### src/rtl/alu_seq16_pkg.sv
// Shared definitions for the byte-sequenced 16-bit ALU: widths, opcodes and
// the controller state encoding.
package alu_seq16_pkg;

    localparam int unsigned WORD_W  = 16;
    localparam int unsigned BYTE_W  = 8;
    localparam int unsigned OP_W    = 3;
    localparam int unsigned SHAMT_W = 4;

    // Codes outside this set are executed as NOP by the byte ALU.
    typedef enum logic [OP_W-1:0] {
        kADD = 3'd0,
        kRSH = 3'd1,
        kXOR = 3'd2,
        kAND = 3'd3
    } op_e;

    typedef enum logic [1:0] {
        IDLE,
        LSW,
        MSW,
        FIN
    } state_e;

endpackage

### src/rtl/alu_seq16_alu8.sv
// Combinational 8-bit ALU slice. SC_IN/SC_OUT carry the add carry or the bit
// moved between bytes by a one-position logical right shift.
module alu_seq16_alu8
    import alu_seq16_pkg::*;
(
    input  logic [BYTE_W-1:0] INPUTA,
    input  logic [BYTE_W-1:0] INPUTB,
    input  logic [OP_W-1:0]   OP,
    input  logic              SC_IN,
    output logic [BYTE_W-1:0] RESULT,
    output logic              SC_OUT,
    output logic              ZERO
);

    logic [BYTE_W:0] sum;

    assign sum = {1'b0, INPUTA} + {1'b0, INPUTB} + {{BYTE_W{1'b0}}, SC_IN};

    always_comb begin
        // NOTE: every output gets a default first so no path through the case can infer a latch.
        RESULT = '0;
        SC_OUT = 1'b0;
        case (OP)
            kADD: {SC_OUT, RESULT} = sum;
            kRSH: begin
                RESULT = {SC_IN, INPUTA[BYTE_W-1:1]};
                SC_OUT = INPUTA[0];
            end
            kXOR:    RESULT = INPUTA ^ INPUTB;
            kAND:    RESULT = INPUTA & INPUTB;
            default: RESULT = '0;
        endcase
    end

    assign ZERO = (RESULT == '0);

endmodule

### src/rtl/alu_seq16.sv
// 16-bit ALU built by stepping one 8-bit ALU slice over the low and high bytes
// of a working register; right shifts repeat an MSW->LSW pair per bit.
module alu_seq16
    import alu_seq16_pkg::*;
(
    input  logic               CLK,
    input  logic               RESET_N,
    input  logic               START,
    input  logic [OP_W-1:0]    OP,
    input  logic [WORD_W-1:0]  A,
    input  logic [WORD_W-1:0]  B,
    input  logic [SHAMT_W-1:0] SHAMT,
    input  logic               CIN,
    output logic               BUSY,
    output logic               DONE,
    output logic [WORD_W-1:0]  RESULT,
    output logic               COUT,
    output logic               ZERO
);

    state_e             state_q, state_d;
    logic [OP_W-1:0]    op_q, op_d;
    logic [WORD_W-1:0]  work_q, work_d;
    logic [WORD_W-1:0]  b_q, b_d;
    logic [SHAMT_W-1:0] cnt_q, cnt_d;
    logic               carry_q, carry_d;
    logic [WORD_W-1:0]  result_q;
    logic               cout_q, zero_q;

    logic [BYTE_W-1:0]  alu_a, alu_b, alu_res;
    logic               alu_sc_in, alu_sc_out, alu_zero_unused;
    logic               is_rsh;

    assign is_rsh = (op_q == kRSH);

    alu_seq16_alu8 u_alu8 (
        .INPUTA (alu_a),
        .INPUTB (alu_b),
        .OP     (op_q),
        .SC_IN  (alu_sc_in),
        .RESULT (alu_res),
        .SC_OUT (alu_sc_out),
        .ZERO   (alu_zero_unused)
    );

    always_comb begin
        state_d   = state_q;
        op_d      = op_q;
        work_d    = work_q;
        b_d       = b_q;
        cnt_d     = cnt_q;
        carry_d   = carry_q;
        alu_a     = work_q[BYTE_W-1:0];
        alu_b     = b_q[BYTE_W-1:0];
        alu_sc_in = carry_q;

        case (state_q)
            IDLE: begin
                if (START) begin
                    op_d    = OP;
                    work_d  = A;
                    b_d     = B;
                    cnt_d   = SHAMT;
                    // The carry register doubles as the add carry-in for the first byte.
                    carry_d = (OP == kADD) ? CIN : 1'b0;
                    if (OP == kRSH) begin
                        state_d = (SHAMT == '0) ? FIN : MSW;
                    end else begin
                        state_d = LSW;
                    end
                end
            end
            LSW: begin
                work_d[BYTE_W-1:0] = alu_res;
                carry_d            = alu_sc_out;
                if (is_rsh) begin
                    cnt_d   = cnt_q - 1'b1;
                    state_d = (cnt_q == 1) ? FIN : MSW;
                end else begin
                    state_d = MSW;
                end
            end
            MSW: begin
                alu_a                   = work_q[WORD_W-1:BYTE_W];
                alu_b                   = b_q[WORD_W-1:BYTE_W];
                alu_sc_in               = is_rsh ? 1'b0 : carry_q;
                work_d[WORD_W-1:BYTE_W] = alu_res;
                carry_d                 = alu_sc_out;
                state_d                 = is_rsh ? LSW : FIN;
            end
            FIN: begin
                state_d = IDLE;
            end
            default: begin
                state_d = IDLE;
            end
        endcase
    end

    always_ff @(posedge CLK) begin
        if (!RESET_N) begin
            state_q  <= IDLE;
            op_q     <= '0;
            work_q   <= '0;
            b_q      <= '0;
            cnt_q    <= '0;
            carry_q  <= 1'b0;
            result_q <= '0;
            cout_q   <= 1'b0;
            zero_q   <= 1'b0;
        end else begin
            // NOTE: non-blocking assignments so every register samples pre-edge values.
            state_q <= state_d;
            op_q    <= op_d;
            work_q  <= work_d;
            b_q     <= b_d;
            cnt_q   <= cnt_d;
            carry_q <= carry_d;
            // Outputs change only when the sequence completes.
            if (state_d == FIN) begin
                result_q <= work_d;
                cout_q   <= carry_d;
                zero_q   <= (work_d == '0);
            end
        end
    end

    assign BUSY   = (state_q != IDLE);
    assign DONE   = (state_q == FIN);
    assign RESULT = result_q;
    assign COUT   = cout_q;
    assign ZERO   = zero_q;

endmodule

### config.mk
export PLATFORM = sky130hd
export DESIGN_NAME = alu_seq16
export DESIGN_NICKNAME = d
export VERILOG_FILES = /design/src/rtl/alu_seq16_pkg.sv /design/src/rtl/alu_seq16_alu8.sv /design/src/rtl/alu_seq16.sv
export SDC_FILE = /design/constraint.sdc
export NUM_CORES = 1
export LEC_CHECK = 0
export ABC_AREA = 0
export CAP_MARGIN = 20
export CORE_MARGIN = 1.5
export CORE_UTILIZATION = 40
export DETAILED_ROUTE_END_ITERATION = 7
export REMOVE_ABC_BUFFERS = 1
export SLEW_MARGIN = 20
export SYNTH_ARGS = -nofsm -noshare
export SYNTH_HDL_FRONTEND = slang
export SYNTH_SLANG_ARGS = --single-unit
### constraint.sdc
create_clock -name CLK -period 10.55 [get_ports CLK]
set_input_delay 2.6375 -clock CLK [delete_from_list [all_inputs] [get_ports CLK]]
set_output_delay 2.6375 -clock CLK [all_outputs]
set_load 0.02 [all_outputs]
# Word-level counts from Yosys, hierarchy flattened
# Index checks and enable logic that the tools add are counted.
[word_totals] n_memories=0 mem_bits_rw=0 rom_bits=0 register_bits=60 inputBits=43 latch_bits=0 word_cells=57 output_inout_bits=20
[op_classes] reduce_logical=10 eq_ne=11 shifts=0 multipliers=0 bitwise=2 addsub=3 n_mux=22 div_mod_pow=0 n_lt_le_gt_ge=0
[ops] op="$pmux W8 S2" n=2
[ops] op="$pmux W8 S4" n=1
[ops] op="$logic_not A16 Y1" n=1
[ops] op="$mux W16" n=1
[ops] op="$mux W8" n=2
[ops] op="$add A8 B8 Y9" n=1
[ops] op="$add A9 B1 Y9" n=1
[ops] op="$and A8 B8 Y8" n=1
[ops] op="$mux W4" n=2
[ops] op="$pmux W2 S4" n=1
[ops] op="$pmux W4 S2" n=1
[ops] op="$xor A8 B8 Y8" n=1
[ops] op="$mux W1" n=7
[ops] op="$eq A2 B2 Y1 const B" n=3
[ops] op="$eq A3 B1 Y1 const B" n=2
[ops] op="$eq A3 B2 Y1 const B" n=2
[ops] op="$logic_not A3 Y1" n=2
[ops] op="$mux W2" n=3
[ops] op="$eq A4 B1 Y1 const B" n=1
[ops] op="$logic_not A4 Y1" n=1
[ops] op="$ne A2 B2 Y1 const B" n=2
[ops] op="$pmux W1 S2" n=2
[ops] op="$reduce_bool A2 Y1" n=2
[ops] op="$sub A4 B1 Y4 const B" n=1
[ops] op="other kinds (5)" n=5

# Depth between registers and ports, before layout
# Gate-level depths: netlist of the first run.
[depth] word_depth=7 depth_mapped=17

# Cells and area by module
# From an unflattened synthesis of the first run, not the netlist that was laid out.
[hier_totals] hier_cells=404 area_unflattened_um2=3428.3
[by_module_without_submodules] module="alu_seq16" n_inst=1 area_each_um2=2715.1 cells_each=310
[by_module_without_submodules] module="alu_seq16_alu8" n_inst=1 area_each_um2=713.2 cells_each=94

# Worst setup path after synthesis of the first run
# No wires, ideal clock.
[synth_path] kind="input to register" from="in SHAMT[0]" to="reg zero_q (netlist: ZERO)" path_slack_ns=6.209 t_arrival_ns=4.281 n_path_buf=0 cell_stages=8 required_ns=10.491 cell_sequence="or4_1 > a41oi_1 > a211oi_1 > nand2b_4 > nor4b_2 > and4_1 > and3_1 > a41o_1"
[synth_via] elab_chain_cells=6
[synth_lines] element="start, declared" line_no="alu_seq16.sv:12" text="input logic [SHAMT_W-1:0] SHAMT,"
[synth_lines] element="$logic_not A4 Y1" line_no="alu_seq16.sv:67" text="state_d = (SHAMT == '0) ? FIN : MSW;"
[synth_lines] element="$mux W1" line_no="alu_seq16.sv:67"
[synth_lines] element="$mux W2" line_no="alu_seq16.sv:66" text="if (OP == kRSH) begin"
[synth_lines] element="$mux W2" line_no="alu_seq16.sv:59" text="if (START) begin"
[synth_lines] element="$pmux W2 S4" line_no="alu_seq16.sv:57" text="case (state_q)"
[synth_lines] element="$eq A2 B2 Y1" line_no="alu_seq16.sv:120" text="if (state_d == FIN) begin"
[synth_lines] element="end signal, assigned" line_no="alu_seq16.sv:123" text="zero_q <= (work_d == '0);"
[synth_lines] element="end, declared" line_no="alu_seq16.sv:28" text="logic cout_q, zero_q;"
# No other way between the ends.
# A chain may end at the register's enable or synchronous reset.

# Final worst setup path of the first run
[layout_path] from="in SHAMT[0]" to="reg result_q[5] (netlist: RESULT[5])"
[layout_via] elab_chain_cells=6
[layout_lines] element="$logic_not A4 Y1" line_no="alu_seq16.sv:67"
[layout_lines] element="$mux W1" line_no="alu_seq16.sv:67"
[layout_lines] element="$mux W2" line_no="alu_seq16.sv:66"
[layout_lines] element="$mux W2" line_no="alu_seq16.sv:59"
[layout_lines] element="$pmux W2 S4" line_no="alu_seq16.sv:57"
[layout_lines] element="$eq A2 B2 Y1" line_no="alu_seq16.sv:120"
[layout_lines] element="end signal, assigned" line_no="alu_seq16.sv:121" text="result_q <= work_d;"
[layout_lines] element="end, declared" line_no="alu_seq16.sv:27" text="logic [WORD_W-1:0] result_q;"
# No other way between the ends.

==> results.toml, run 1 <==
[synthesis]
ys_seq_elements = 60
ys.flop_type = "dfxtp_1"
synthesis.area_mm2 = 0.00354
synth.avg_cell_area_um2 = 8.18
synth-edff-count = 0
synth_cells = 433
synth-warning-count = 0
async_reset_ff_share_pct = 0
yosysSeqAreaShare_pct = 33.9
synth_cell_types = 52

[cts]
cts_resized = 0
h-tree-depth = 3
clkTransAtPathRegs_ns = 0.07
hold_buffers = 0
clk_latency_ns = 0.35
cts_buffers = 9
cts.sink_count = 60
cts_max_path_buffers = 2
cts_tree = "done"
cts_setup_buffers = 0
root_buffer = "clkbuf_8"

[timing]
maxSlewHeadroom_pct = 38.9
fin_crit_sh_pct = 46.4
skew_ns = 0.0110
tns_ns = 0
fin_crit_ns = 4.90
worst_slew_pin_slew_ns = 0.915
hold_violations = 0
slew_viol_final = 0
rsz0062_at_grt = "false"
fmax_ghz = 0.204
finalSetupViolations = 0

[finish]
layout_common_cells = "62 x nand2_1, 62 x clkdlybuf4s50_1, 60 x dfxtp_1"
nets = 544
utilization_pct = 50.5
syn_to_final_growth_pct = 23.1
diodes = 0
drive_gt1_share_pct = 9.20
final_cells = 597

[routing]
drc = 0
vias = 3256
drtIter0Drc = 155
wl_per_cell_um = 16.1
wirelength_um = 9590
ant_nets = 0
drtPass1Iterations = 4
vias_per_cell = 5.45

[floorplan]
die_h_um = 97.1
core_area_mm2 = 0.00864
die-area_mm2 = 0.00943
die_w_um = 97.1
ios = 63
rows = 34
initial_utilization_pct = 41.0

[setup_path]
startpoint_type = "primary input"
cp_cell_sequence = "clkdlybuf4s50_1 > or4_1 > a41oi_1 > a211oi_1 > and2b_1 > mux2i_1 > nor2_1"
crit_buf_inv = 1
critical_path_class = "primary input to register"
critical_path.slowest_cell = "and2b_1"
worst_setup_path_end_kind = "register"
critPathArrivalTime_ns = 5.11
critPathMaxStageDelay_ns = 0.81
cp_top_family = "simple AND/OR/NAND/NOR gates"
crit_required_ns = 10.76
critPathMaxFanout = 29

[global_route]
antenna_found_initial = 0
grt_overflow = 0
busiest_layer = "met2"
met3_usage_pct = 4.60
grt_pass1_wl_um = 15600
use_met2_pct = 33.3
use_met1_pct = 28.0
grt_max_degree = 47
grt.total_usage_pct = 20.7
grt_pass1_vias = 3089

[placement]
io_buffers = 62
dp_hpwl_um = 7020
gp_congestion = 0.867
place_inst = 582

[run]
maxCapViolations = 0

[pwr]
p_per_area_mw_per_mm2 = 216
total_power_uw = 943
leakage_uw = 0.00167
vdd_ir_drop_max_uv = 101

[outcome]
run_status = "complete, no violations"

[hold_path]
min_path_type = "register to register"
-- kinds of logic after synthesis --
group | share of synthesized area [%]
AO/OA/AOI/OAI | 19.3
XOR/XNOR | 0.742
adder cells (fa/ha/maj) | 6.07
buffers and inverters | 5.76
flip-flops | 33.9
multiplexers | 12.8
AND/OR/NAND/NOR | 21.4
-- report_power, final --
group	switching (uW)	internal [uW]
clock	92.3	95.8
sequential	36.4	276
combinational	258	184
-- routing by layer --
layer / part of all wire, % / vias up / routed length (um)
met5: 0 / - / 0
met4: 1.2 / 0 / 113
li1: - / 1634 / -
met1: 47 / 1526 / 4540
met2: 47 / 86 / 4470
met3: 4.9 / 10 / 466
-- registers in the layout, summed over array words and instances, names as in the netlist --
| name | flops |
|---|---|
| COUT | 1 |
| RESULT | 16 |
| ZERO | 1 |
| b_q | 16 |
| carry_q | 1 |
| cnt_q | 4 |
| op_q | 3 |
| state_q | 2 |
| work_q | 16 |
-- worst paths after layout --
check                           cells past startpoint  slack [ns]                     end             startpoint
worst min-delay path                                2        0.45   cnt_q[3]$_SDFFE_PN0P_  cnt_q[3]$_SDFFE_PN0P_
worst min register to register                      2        0.45   cnt_q[3]$_SDFFE_PN0P_  cnt_q[3]$_SDFFE_PN0P_
worst max register to register                     14        6.65       ZERO$_SDFFE_PN0N_   op_q[1]$_SDFFE_PN0P_
worst max-delay path                                7        5.65  RESULT[5]$_SDFFE_PN0N_               SHAMT[0]
-- cell usage after synthesis (all sizes together), types with 2 or more instances --
cell type | n | area, um^2
o221a | 3 | 33.8
o21ai | 17 | 85.1
fa | 2 | 40.0
mux2 | 19 | 214
nor4b | 3 | 32.5
a32oi | 2 | 17.5
o211ai | 5 | 37.5
nand2 | 62 | 233
nand2b | 7 | 51.3
nand3 | 10 | 50.1
nor4 | 2 | 18.8
clkbuf | 12 | 48.8
ha | 14 | 175
and3 | 2 | 12.5
buf | 13 | 95.1
a221o | 2 | 20.0
nor2b | 4 | 25.0
o2111ai | 3 | 26.3
a31oi | 3 | 18.8
a221oi | 2 | 17.5
dfxtp | 60 | 1200
and2b | 2 | 15.0
nor3 | 5 | 25.0
a21oi | 47 | 235
a22oi | 4 | 30.0
inv | 16 | 60.1
xnor2 | 3 | 26.3
nor2 | 50 | 188
a211oi | 11 | 82.6
and2 | 9 | 56.3
mux2i | 24 | 240
-- tightest hold or removal path, cell delays in order (launching register included) --
cell and delay (ns):
dfxtp_1 0.30, nand2_1 0.05, a21oi_1 0.05
-- cell type report --
| type | instances | area, um^2 |
|---|---|---|
| Tap cell | 108 | 135 |
| Fill cell | 883 | 4270 |
| Multi-Input combinational cell | 332 | 2140 |
| Clock inverter | 4 | 25.0 |
| Clock buffer | 11 | 151 |
| Sequential cell | 60 | 1200 |
| Timing Repair Buffer | 66 | 651 |
| Inverter | 16 | 60.1 |
-- through the flow --
stage | hold slack, ns | instance area, um^2 | setup slack (ns)
2_1_floorplan | 0.431 | 3400 | 5.96
3_3_place_gp | 0.441 | 4190 | 5.30
3_5_place_dp | 0.443 | 4190 | 5.27
4_1_cts | 0.453 | 4360 | 5.64
5_1_grt | 0.475 | 4360 | 5.40
6_report | 0.451 | 4360 | 5.65
Power figures use the tool's default switching activity.
==> inputs of run 2 (changes only) <==
==> constraint.sdc (replaced) <==
create_clock -name CLK -period 4.79 [get_ports CLK]
set_input_delay 1.1975 -clock CLK [delete_from_list [all_inputs] [get_ports CLK]]
set_output_delay 1.1975 -clock CLK [all_outputs]
set_load 0.02 [all_outputs]
==> results.toml, run 2 (synthesized netlist as in run 1, its figures left out) <==
[outcome]
run_status = "complete, no violations"

[cts]
h-tree-depth = 3
root_buffer = "clkbuf_8"
hold_buffers = 0
cts_buffers = 9
cts_max_path_buffers = 2
cts_tree = "done"
cts.sink_count = 60
cts_resized = 0
cts_setup_buffers = 0
clk_latency_ns = 0.35
clkTransAtPathRegs_ns = 0.07

[timing]
whs_ns = 0.449
maxSlewHeadroom_pct = 39.3
fin_crit_sh_pct = 80.8
worst_slew_pin_slew_ns = 0.910
tns_ns = 0
skew_ns = 0.00664
fmax_ghz = 0.258
slew_viol_final = 0
hold_violations = 0
rsz0062_at_grt = "false"
finalSetupViolations = 0
fin_crit_ns = 3.87
setup_ws_ns = 0.921

[setup_path]
reg2reg_from = "state_q[0]$_SDFF_PN0_"
critPathArrivalTime_ns = 4.11
cp_top_family = "adder cells"
crit_path_start = "state_q[0]$_SDFF_PN0_"
critical_path.slowest_cell = "ha_1"
cp.depth = 14
crit_required_ns = 5.03
worst_setup_path_end_kind = "register"
crit_buf_inv = 2
cp_cell_sequence = "inv_1 > ha_1 > mux2_2 > fa_1 > inv_1 > fa_1 > nor2b_1 > o21ai_0 > a21oi_1 > xnor2_1 > o221ai_1 > and4b_1 > and3_1 > a41o_1"
critPathMaxFanout = 17
reg2regPathDepth = 14
startpoint_type = "register"
critical_path_class = "register to register"
critPathMaxStageDelay_ns = 0.67

[finish]
utilization_pct = 50.5
layout_common_cells = "62 x nand2_1, 62 x clkdlybuf4s50_1, 60 x dfxtp_1"
nets = 545
drive_gt1_share_pct = 8.98
multiInputGateArea_mm2 = 0.00214
diodes = 0
seqCellArea_mm2 = 0.00120
syn_to_final_growth_pct = 23.1
fillers = 852

[floorplan]
core_area_mm2 = 0.00864
die_h_um = 97.1
die-area_mm2 = 0.00943
die_w_um = 97.1
ios = 63
rows = 34
initial_utilization_pct = 41.0

[routing]
drc = 0
drtPass1Iterations = 4
vias = 3271
drtIter0Drc = 159
wl_per_cell_um = 16.1
wirelength_um = 9650
vias_per_cell = 5.47
ant_nets = 0

[placement]
pre_cts_ws_ns = 0.900
dp_hpwl_um = 7200
gp_congestion = 0.871
io_buffers = 62

[global_route]
antenna_found_initial = 0
grt_pass1_wl_um = 15900
grt_pass1_vias = 3231
grt_max_degree = 30
grt_overflow = 0
grt.total_usage_pct = 21.1

[run]
maxCapViolations = 0

[pwr]
p_per_area_mw_per_mm2 = 475
vdd_ir_drop_max_uv = 204
total_power_uw = 2070
leakage_uw = 0.00167

[hold_path]
worstHoldStart = "b_q[13]$_SDFFE_PN0P_"
min_path_type = "register to register"
min_path_cells = 2
run 2: cell count changes in the layout (fill, tap and decap cells not counted):
cell,before,now
clkinvlp_4,2,0
clkbuf_1,0,2
buf_4,4,5
run 2: layer usage:
| metal | up-vias | wire [um] | track usage (%) |
|---|---|---|---|
| li1 | 1634 | - | - |
| met2 | 98 | 4560 | 34.2 |
| met5 | - | 0 | 0 |
| met1 | 1529 | 4370 | 27.3 |
| met3 | 10 | 604 | 5.61 |
| met4 | 0 | 119 | 7.13 |
run 2: stage by stage:
step,cells,cell area [um^2]
3_5_place_dp,583,4190
3_3_place_gp,583,4190
2_1_floorplan,408,3400
6_report,598,4360
5_1_grt,598,4360
4_1_cts,598,4360
run 2: area by class of cell:
type | count | area share (%)
timing repair buffer | 67 | 15.1
clock inverter | 2 | 0.229
multi-input combinational | 332 | 49.0
inverter | 16 | 1.38
clock buffer | 13 | 3.64
sequential | 60 | 27.5
tap | 108 | 3.10
run 2: final timing paths:
check / to / slack, ns
setup / recovery: ZERO$_SDFFE_PN0N_ / 0.92
hold / removal: b_q[13]$_SDFFE_PN0P_ / 0.45
hold reg to reg: b_q[13]$_SDFFE_PN0P_ / 0.45
setup reg to reg: ZERO$_SDFFE_PN0N_ / 0.92
run 2: power breakdown:
| group | switching (uW) | total [uW] | internal [uW] | leakage [uW] |
|---|---|---|---|---|
| Combinational | 565 | 975 | 410 | 0.00109 |
| Sequential | 81.5 | 689 | 608 | 0.000492 |
| Clock | 195 | 407 | 212 | 0.0000893 |
| Total | 842 | 2070 | 1230 | 0.00167 |
run 2: worst reg2reg max path, cell delays in order, from the launching register on:
cell	delay, ns
dfxtp_1	0.35
inv_1	0.09
ha_1	0.67
mux2_2	0.47
fa_1	0.46
inv_1	0.09
fa_1	0.18
nor2b_1	0.07
o21ai_0	0.15
a21oi_1	0.11
xnor2_1	0.21
o221ai_1	0.29
and4b_1	0.24
and3_1	0.18
a41o_1	0.21
